[src/rtl/device_dispatcher.sv]
// rtl/device_dispatcher.sv - sequences instruction words onto the shared device bus
//
// Each accepted word {data, addr, op, dev} is copied to main_bus. The dispatcher
// waits for the target device to be idle, strobes its chip-select for one cycle,
// and then waits for it to report done. Bad device indices and stalled devices
// raise sticky error flags and park the FSM in HALT until clr_err is pulsed.
module device_dispatcher #(
  parameter int          N_DEV   = 8,
  parameter int unsigned TIMEOUT = 16'hFFFF,
  parameter int          CW      = 16
) (
  input  logic              clk,
  input  logic              rst,
  input  logic              cmd_valid,
  output logic              cmd_ready,
  input  logic [31:0]       cmd_word,
  input  logic              clr_err,
  output logic [31:0]       main_bus,
  output logic [N_DEV-1:0]  dev_cs,
  input  logic [N_DEV-1:0]  dev_rdy,
  output logic              done,
  output logic              err_timeout,
  output logic              err_baddev,
  output logic [CW-1:0]     cmd_count,
  output logic [3:0]        state
);

  // Index width needed to address one of the N_DEV select lines.
  localparam int IW = (N_DEV > 1) ? $clog2(N_DEV) : 1;
  // Last timer value before a wait is declared stuck.
  localparam logic [CW-1:0] TMAX = CW'(TIMEOUT - 1);

  typedef enum logic [3:0] {
    IDLE    = 4'd0,
    DECODE  = 4'd1,
    WAITRDY = 4'd2,
    ISSUE   = 4'd3,
    GUARD   = 4'd4,
    BUSY    = 4'd5,
    DONE    = 4'd6,
    ERR     = 4'd7,
    HALT    = 4'd8
  } state_e;

  state_e          state_q, state_d;
  logic [31:0]     bus_q, bus_d;
  logic [3:0]      dev_q, dev_d;
  logic [CW-1:0]   timer_q, timer_d;
  logic [CW-1:0]   count_q, count_d;
  logic            tmo_q, tmo_d;
  logic            bad_q, bad_d;

  logic [IW-1:0]   dev_idx;
  logic            dev_in_range;
  logic            rdy_sel;
  logic            timer_expired;

  // Selected device decode: only meaningful once the index has passed DECODE.
  assign dev_idx       = dev_q[IW-1:0];
  assign dev_in_range  = ({28'd0, dev_q} < $unsigned(N_DEV));
  assign rdy_sel       = dev_in_range & dev_rdy[dev_idx];
  assign timer_expired = (timer_q == TMAX);

  // State and datapath registers; reset drops any in-flight command.
  always_ff @(posedge clk) begin
    if (rst) begin
      state_q <= IDLE;
      bus_q   <= '0;
      dev_q   <= '0;
      timer_q <= '0;
      count_q <= '0;
      tmo_q   <= 1'b0;
      bad_q   <= 1'b0;
    end else begin
      state_q <= state_d;
      bus_q   <= bus_d;
      dev_q   <= dev_d;
      timer_q <= timer_d;
      count_q <= count_d;
      tmo_q   <= tmo_d;
      bad_q   <= bad_d;
    end
  end

  // Next-state logic: one instruction walks IDLE..DONE, or detours via ERR to HALT.
  always_comb begin
    state_d = state_q;
    bus_d   = bus_q;
    dev_d   = dev_q;
    timer_d = timer_q;
    count_d = count_q;
    tmo_d   = tmo_q;
    bad_d   = bad_q;

    unique case (state_q)
      IDLE: begin
        if (cmd_valid) begin
          bus_d   = cmd_word;
          dev_d   = cmd_word[3:0];
          state_d = DECODE;
        end
      end

      DECODE: begin
        if (dev_q == 4'd0) begin
          // Device 0 is a NOP: complete without touching the bus.
          state_d = DONE;
        end else if (!dev_in_range) begin
          bad_d   = 1'b1;
          state_d = ERR;
        end else begin
          timer_d = '0;
          state_d = WAITRDY;
        end
      end

      WAITRDY: begin
        if (rdy_sel) begin
          state_d = ISSUE;
        end else if (timer_expired) begin
          tmo_d   = 1'b1;
          state_d = ERR;
        end else begin
          timer_d = timer_q + CW'(1);
        end
      end

      ISSUE: begin
        state_d = GUARD;
      end

      GUARD: begin
        // The device may still show idle for a cycle after cs; skip that sample.
        timer_d = '0;
        state_d = BUSY;
      end

      BUSY: begin
        if (rdy_sel) begin
          state_d = DONE;
        end else if (timer_expired) begin
          tmo_d   = 1'b1;
          state_d = ERR;
        end else begin
          timer_d = timer_q + CW'(1);
        end
      end

      DONE: begin
        count_d = count_q + CW'(1);
        state_d = IDLE;
      end

      ERR: begin
        state_d = HALT;
      end

      HALT: begin
        if (clr_err) begin
          tmo_d   = 1'b0;
          bad_d   = 1'b0;
          state_d = IDLE;
        end
      end

      default: begin
        state_d = IDLE;
      end
    endcase
  end

  // Output decode: strobes are pure functions of the registered state.
  always_comb begin
    cmd_ready   = (state_q == IDLE);
    done        = (state_q == DONE);
    dev_cs      = '0;
    if (state_q == ISSUE && dev_in_range) begin
      dev_cs = N_DEV'(1) << dev_idx;
    end
    main_bus    = bus_q;
    err_timeout = tmo_q;
    err_baddev  = bad_q;
    cmd_count   = count_q;
    state       = state_q;
  end

endmodule

[config.mk]
export PLATFORM = sky130hd
export DESIGN_NAME = device_dispatcher
export DESIGN_NICKNAME = d
export VERILOG_FILES = /design/src/rtl/device_dispatcher.sv
export SDC_FILE = /design/constraint.sdc
export NUM_CORES = 1
export LEC_CHECK = 0
export CAP_MARGIN = 10
export CORE_MARGIN = 2
export CORE_UTILIZATION = 45
export DETAILED_ROUTE_END_ITERATION = 12
export PLACE_DENSITY = 0.8
export SYNTH_ARGS = -nofsm -noshare
export SYNTH_HDL_FRONTEND = slang
export SYNTH_SLANG_ARGS = --single-unit
[constraint.sdc]
create_clock -name clk -period 5.7 [get_ports clk]
set_clock_uncertainty 0.15 [all_clocks]
set_input_delay 0.855 -clock clk [delete_from_list [all_inputs] [get_ports clk]]
set_output_delay 0.855 -clock clk [all_outputs]
set_load 0.01 [all_outputs]
==> summary by stage, run 1 <==
Outcome
The flow ran to the end, and the final reports show no timing, DRC or antenna violations.

Power
The post-route total power is 1410 uW. The total power divided by cell area is 322 nW/um^2. The leakage component of the power is 0.00146 uW. The peak supply drop is 0.193 mV.

Critical path
The signal arrival time at the worst endpoint is 2.47 ns. The launching element type of the critical path is a register. The critical path is of the reg -> out type. The required time reported for the critical path endpoint is 4.70 ns. The capturing element type of the critical path is a primary output.

Traced cell by cell, the critical path runs through nor3b_1, nand4b_1, nor3_1, clkdlybuf4s50_1. The master of the slowest instance on the critical path is sky130_fd_sc_hd__dfxtp_1. The top fanout value on the critical path is 15. The worst stage delay on the critical path is 0.62 ns.

Final layout
The repair_antennas step left the layout with diodes totalling 0. The post-layout net count is 538. The multi-input logic area is 1600 sq um.

The count of fill cells added during filler insertion is 577. The sequential cell area is 1400 sq um. The area growth from synthesis to final layout is 40.3%. In the layout the commonest cells are sky130_fd_sc_hd__clkdlybuf4s50_1 (106), sky130_fd_sc_hd__nand2_1 (84), sky130_fd_sc_hd__dfxtp_1 (70).

The library cell used most frequently in the layout, excluding fill and tap cells, is sky130_fd_sc_hd__clkdlybuf4s50_1. The utilization after layout is 65.0%. The ratio of cells with drive above 1 in the final layout is 4.44%.

STA
The clock period could shrink to 3.47 ns. The worst pin sits at a relative slew slack of 26.3%. For the pin with the worst max-slew slack, the measured transition is 1.11 ns. Setup repair after global routing left no endpoint under its margin. The final-report setup violation count is 0. The highest clock frequency the design can meet is 0.288 GHz. The final setup TNS is 0 ns. Dividing the final minimum period by the clock period gives 60.9%. The max-slew violation count came to 0. Final hold analysis gives a worst-case slack of 0.304 ns. The number of hold violations in the final report came to 0.

Synth
Counting flops and latches in the post-synthesis netlist gives 70. During synthesis, Yosys emitted a total of 0 warnings. The synthesized netlist occupies a cell area of 3130 sq um. Yosys mapped the design onto 47 distinct sky130hd cell types. The main flop type after synthesis is sky130_fd_sc_hd__dfxtp_1. Counting flops with an async set or reset pin after synthesis yields a share of 0%. The mean area per synthesized cell is 7.93 sq um. Counting every net in the synthesized netlist gives 442.

Of the synthesized area, sequential elements account for 44.7%. The post-synthesis cell count is 395. In this run, synthesis inferred 0 flip-flops with an integrated enable.

Clock network
The cts-stage hold buffer count is 0. No sink is reached through more buffers than the 2 on the longest clock path. Clock-pin slew was measured on the worst setup and hold paths at 0.07 ns. Once the clock tree was built, the resizer swapped 0 gates to a different size. The sink count of the clock tree is 70. In this run the post-CTS setup repair buffer count came out at 0. The clock buffer count from CTS is 9. The insertion delay of the later-clocked pin in the worst-skew pair is 0.34 ns. The clock tree from TritonCTS is built.

The root cell of the clock tree is sky130_fd_sc_hd__clkbuf_8. CTS built an H-tree with a depth of 3.

Global route
The initial antenna violation count is 0. Entering global routing, the biggest net connects 59 pins. The via count of the first global-routing pass was 2,789. The overall track demand over capacity in global routing is 20.4%.

The first global-routing pass estimated 12,400 microns of wire. After global routing the overflow that remains totals 0.

Drt
The post-detailed-route count of antenna-violating nets is 0. The total wire length is 7910 microns. Dividing the detail-routed via count by the number of cells gives 5.35. The vias after detailed routing is 3,079. The violation count after the first detailed-routing iteration is 111. The DRC violation count after routing is 0. The average wire per cell in the routed design is 13.7 microns. The number of iterations in the first detailed-routing pass is 4.

Flow run
Across the run, the number of max-cap violations was 0.

Placed design
Routability-driven placement finished with a final weighted congestion of 0.814. Detailed placement finished with a half-perimeter wire length of 5590 microns. The count of buffers from port buffering is 107.

Die
The starting utilization of the core area is 46.4%. The boundary pin count is 108. The die outline area is 7650 sq um. The number of placement rows is 30. The overall die width is 87.4 microns. After floorplanning, the core was sized to cover 6760 sq um.

In this run the vertical extent of the chip is 87.4 microns.

Min path
The tightest min-delay check is of the reg -> reg type.
==> cell usage after synthesis (all sizes together), types with 2 or more instances <==
cell / number / share of area, %
nand2: 84 / 10
dfxtp: 70 / 45
a21oi: 50 / 8.1
nor2: 27 / 3.2
clkbuf: 19 / 2.3
nand3: 14 / 2.2
o21ai: 14 / 2.2
or3: 14 / 2.8
nand4: 11 / 2.4
inv: 10 / 1.2
nor3: 10 / 1.6
xnor2: 9 / 2.5
a31oi: 5 / 1.5
mux2i: 5 / 1.6
xor2: 5 / 1.4
and2: 4 / 0.80
buf: 4 / 0.76
o211ai: 4 / 1.1
a211oi: 3 / 0.72
ha: 3 / 1.2
nand2b: 3 / 0.60
nand3b: 3 / 0.84
or4: 3 / 0.72
a311oi: 2 / 0.56
and3: 2 / 0.40
nand4b: 2 / 0.56
o22ai: 2 / 0.40
or3b: 2 / 0.56
or4b: 2 / 0.64
==> routing by layer <==
layer | up-vias | track usage [%] | wire length (microns)
li1 | 1563 | - | -
met3 | 14 | 8.63 | 543
met5 | - | 0 | 0
met2 | 82 | 34.4 | 3980
met4 | 0 | 6.99 | 149
met1 | 1420 | 23.2 | 3240
==> where the power goes <==
| part | switching, uW | internal, uW |
|---|---|---|
| logic | 227 | 204 |
| clock network | 177 | 201 |
| registers | 62.1 | 543 |
==> area by class of cell <==
class	count	share of cell area, %
Clock buffer	12	3.08
Clock inverter	4	1.08
Inverter	10	0.854
Multi-Input combinational cell	292	36.4
Sequential cell	70	31.9
Tap cell	80	2.28
Timing Repair Buffer	108	24.4
==> path summary, 6_finish.rpt <==
path / start / end / slack, ns / cells past startpoint
worst max-delay path: state[0] / dev_cs[0] / 2.23 / 4
worst min-delay path: main_bus[7] / main_bus[7] / 0.30 / 2
worst max register to register: state[1] / timer_q[6] / 2.95 / 5
worst min register to register: main_bus[7] / main_bus[7] / 0.30 / 2
==> stage by stage <==
stage                     instance area [sq um]  setup slack, ns  instances
after global routing                       4390             2.03        576
after floorplan                            3130             3.14        395
final                                      4390             2.23        576
after global placement                     4210             2.73        560
after detailed placement                   4210             2.63        560
after CTS                                  4390             2.23        576
==> critical path, delay by kind of cell (launching register included) <==
| family | cells | cell delay [ns] |
|---|---|---|
| flops | 1 | 0.62 |
| simple gates | 3 | 0.95 |
| buf+inv | 1 | 0.56 |
==> registers in the layout, summed over array words and instances, names as in the netlist <==
register / count
main_bus: 32
cmd_count: 16
timer_q: 16
state: 4
err_baddev: 1
err_timeout: 1
==> cells by family after synthesis <==
family | Yosys count | synth area share [%]
buffers and inverters | 33 | 4.23
adder cells (fa/ha/maj) | 3 | 1.20
multiplexers | 5 | 1.60
flip-flops | 70 | 44.7
XOR/XNOR | 14 | 3.91
AND/OR/NAND/NOR | 187 | 28.9
AO/OA/AOI/OAI | 83 | 15.5
(Power assumes the default switching activity.)
==> run 2, diff against run 1 <==
CORE_UTILIZATION = 41   (was 45)
PLACE_DENSITY = 0.76   (was 0.8)
clock period = 3.15 ns   (was 5.7 ns; I/O delays follow)
==> run 2 against run 1 <==
  * Critical path depth is 1 higher
  * Sequential power is 77% higher
  * Via count is 1.2% higher
  * Clock power is 110% higher
  * Routed wire length is 0.24% higher
  * Global-route usage is 1.1 points lower
  * Non-clock buffer count is 8 higher
  * Count of clock-buffer cells in the layout is 1 lower
  * Critical path type unchanged
==> summary by stage, run 2 (synthesis results as in run 1) <==
Outcome
Run status: completed (unchanged).

Clock network
The sink count of the clock tree is 70 (unchanged). The insertion delay of the later-clocked pin in the worst-skew pair is 0.34 ns (about the same). The number of H-tree levels is 3 (unchanged).

The clock buffer count from CTS is 9 (unchanged). The clock tree from TritonCTS was built (unchanged). The clock tree buffer depth was 2 (unchanged). The post-CTS setup buffer count came to 0 (unchanged).

The clock edge transition at the registers on the reported setup and hold paths was 0.07 ns (about the same). The root cell of the clock tree was sky130_fd_sc_hd__clkbuf_8 (unchanged).

Critical path
The signal arrival time at the worst endpoint is 2.22 ns (was 2.47 ns). Series of cell instances along the critical path: buf_4, nor3b_2, nand4b_1, nor3_1, clkdlybuf4s50_1 (was nor3b_1, nand4b_1, nor3_1, clkdlybuf4s50_1). The master of the slowest instance on the critical path is sky130_fd_sc_hd__clkdlybuf4s50_1 (was sky130_fd_sc_hd__dfxtp_1).

The top fanout value on the critical path is 9 (was 15). The worst stage delay on the critical path is 0.56 ns (was 0.62 ns). The type of the worst setup path is reg -> out (unchanged). The launching element type of the critical path is a register (unchanged). The capturing element type of the critical path is a primary output (unchanged). The required time reported for the critical path endpoint is 2.53 ns (was 4.70 ns).

STA
The max-slew violation count came to 0 (unchanged). The number of hold violations in the final report was 0 (unchanged). Unrepaired setup endpoints after global routing: no (unchanged). The time the worst path needs with I/O delays and setup is 2.84 ns.

The highest clock frequency the design can meet is 0.352 GHz. The final setup TNS is 0 ns (unchanged). The fraction of the cycle the final worst path needs is 90.2%. The final-report setup violation count was 0 (unchanged). The worst hold margin is 0.302 ns (was 0.304 ns). The normalized max-slew margin is 43.5% (was 26.3%).

The slew at the pin closest to its max-slew limit is 0.845 ns (was 1.11 ns).

Final layout
Commonest cells after routing, fill and taps aside: sky130_fd_sc_hd__clkdlybuf4s50_1 (106), sky130_fd_sc_hd__nand2_1 (84), sky130_fd_sc_hd__dfxtp_1 (70) (unchanged). The diode insertion count for antenna repair is 0 (unchanged). The post-layout net count is 546 (was 538). The ratio of cells with drive above 1 in the final layout is 6.35% (was 4.44%). The number of flip-flops under the largest register name was 32 (unchanged).

The number of cells in the finished layout apart from fillers was 603 (was 576). The area growth from synthesis to final layout is 44.1% (was 40.3%). The commonest non-fill, non-tap cell in the layout is sky130_fd_sc_hd__clkdlybuf4s50_1 (unchanged). The utilization after layout was 61.6% (was 65.0%).

Drt
The via-per-instance ratio is 5.17 (was 5.35). The number of iterations in the first detailed-routing pass was 5 (was 4). The post-detailed-route count of antenna-violating nets was 0 (unchanged). The vias after detailed routing is 3,115 (was 3,079).

The total wire length is 7930 microns (was 7910 microns). The DRC violation count after routing came to 0 (unchanged). The average wire per cell in the routed design is 13.2 microns (was 13.7 microns). The violation count after the first detailed-routing iteration is 136 (was 111).

Flow run
The reported max-cap violation count is 0 (unchanged).

Global route
The wire length of the first global-routing pass came to 13,100 microns (was 12,400 microns). The via count of the first global-routing pass is 2,918 (was 2,789). The overall track demand over capacity in global routing is 19.3% (was 20.4%). The initial antenna violation count is 0 (unchanged). The total overflow reported by the global router is 0 (unchanged).

The largest net degree at the start of global routing came to 58 (was 59).

Placed design
The final HPWL from detailed placement is 5720 microns (was 5590 microns). The count of buffers from port buffering is 107 (unchanged). The global placement routability congestion is 0.795 (was 0.814). The number of placed instances with taps included is 587 (was 560).

Min path
The worst hold path class is reg -> reg (unchanged).

Power
The leakage component of the power came to 0.00152 uW (was 0.00146 uW). The peak supply drop came to 0.349 mV (was 0.193 mV). The total power divided by cell area is 602 nW/um^2 (was 322 nW/um^2).

Die
The boundary pin count is 108 (unchanged). The die extent in y is 91.4 microns (was 87.4 microns). The overall die width was 91.4 microns (was 87.4 microns). The die outline area is 8360 sq um (was 7650 sq um). The number of placement rows is 31 (was 30). The core region area is 7330 sq um (was 6760 sq um). The starting utilization of the core area is 42.7% (was 46.4%).
## run 2: final timing paths
check | to | slack [ns] | from | cells past startpoint
max reg2reg | timer_q[6] | 0.50 | state[3] | 6
max | dev_cs[0] | 0.31 | state[2] | 5
min reg2reg | main_bus[16] | 0.30 | main_bus[16] | 2
min | main_bus[16] | 0.30 | main_bus[16] | 2
## run 2: metrics by stage
step,worst slack [ns],total power [uW],instance area (sq um)
2_1_floorplan,0.910,1550,3130
3_3_place_gp,0.568,1930,4300
3_5_place_dp,0.504,1950,4300
4_1_cts,0.132,2730,4510
5_1_grt,0.147,2870,4520
6_report,0.308,2720,4520
## run 2: repair_timing
item,in CTS,in global routing
gates resized for setup,0,1
hold buffers,0,0
endpoints found under the setup margin,0,1
## run 2: report_power, final
part,total (uW),internal (uW),switching (uW),leakage (uW)
logic,864,412,452,0.000847
registers,1070,983,82.5,0.000569
clock network,787,448,339,0.0000998
total,2720,1840,874,0.00152
## run 2: cell type report
type                       count  area (sq um)
clock buffer                  11           131
clock inverter                 5          83.8
fill                         620          2820
inverter                      10          37.5
multi-input combinational    292          1600
sequential                    70          1400
tap                           99           124
timing repair buffer         116          1130
## run 2: worst max-delay path, delay by kind of cell (launching register included)
family        cells  cell delay (ns)
buf+inv           2             0.76
flops             1             0.39
simple gates      3             0.72
## run 2: layer usage
metal	vias to the layer above	share of wire (%)	GRT usage (%)	wire (microns)
li1	1576	-	-	-
met1	1441	43	21.9	3420
met2	88	48	32.0	3820
met3	10	7.6	9.54	603
met4	0	1.1	5.56	87
met5	-	0	0	0
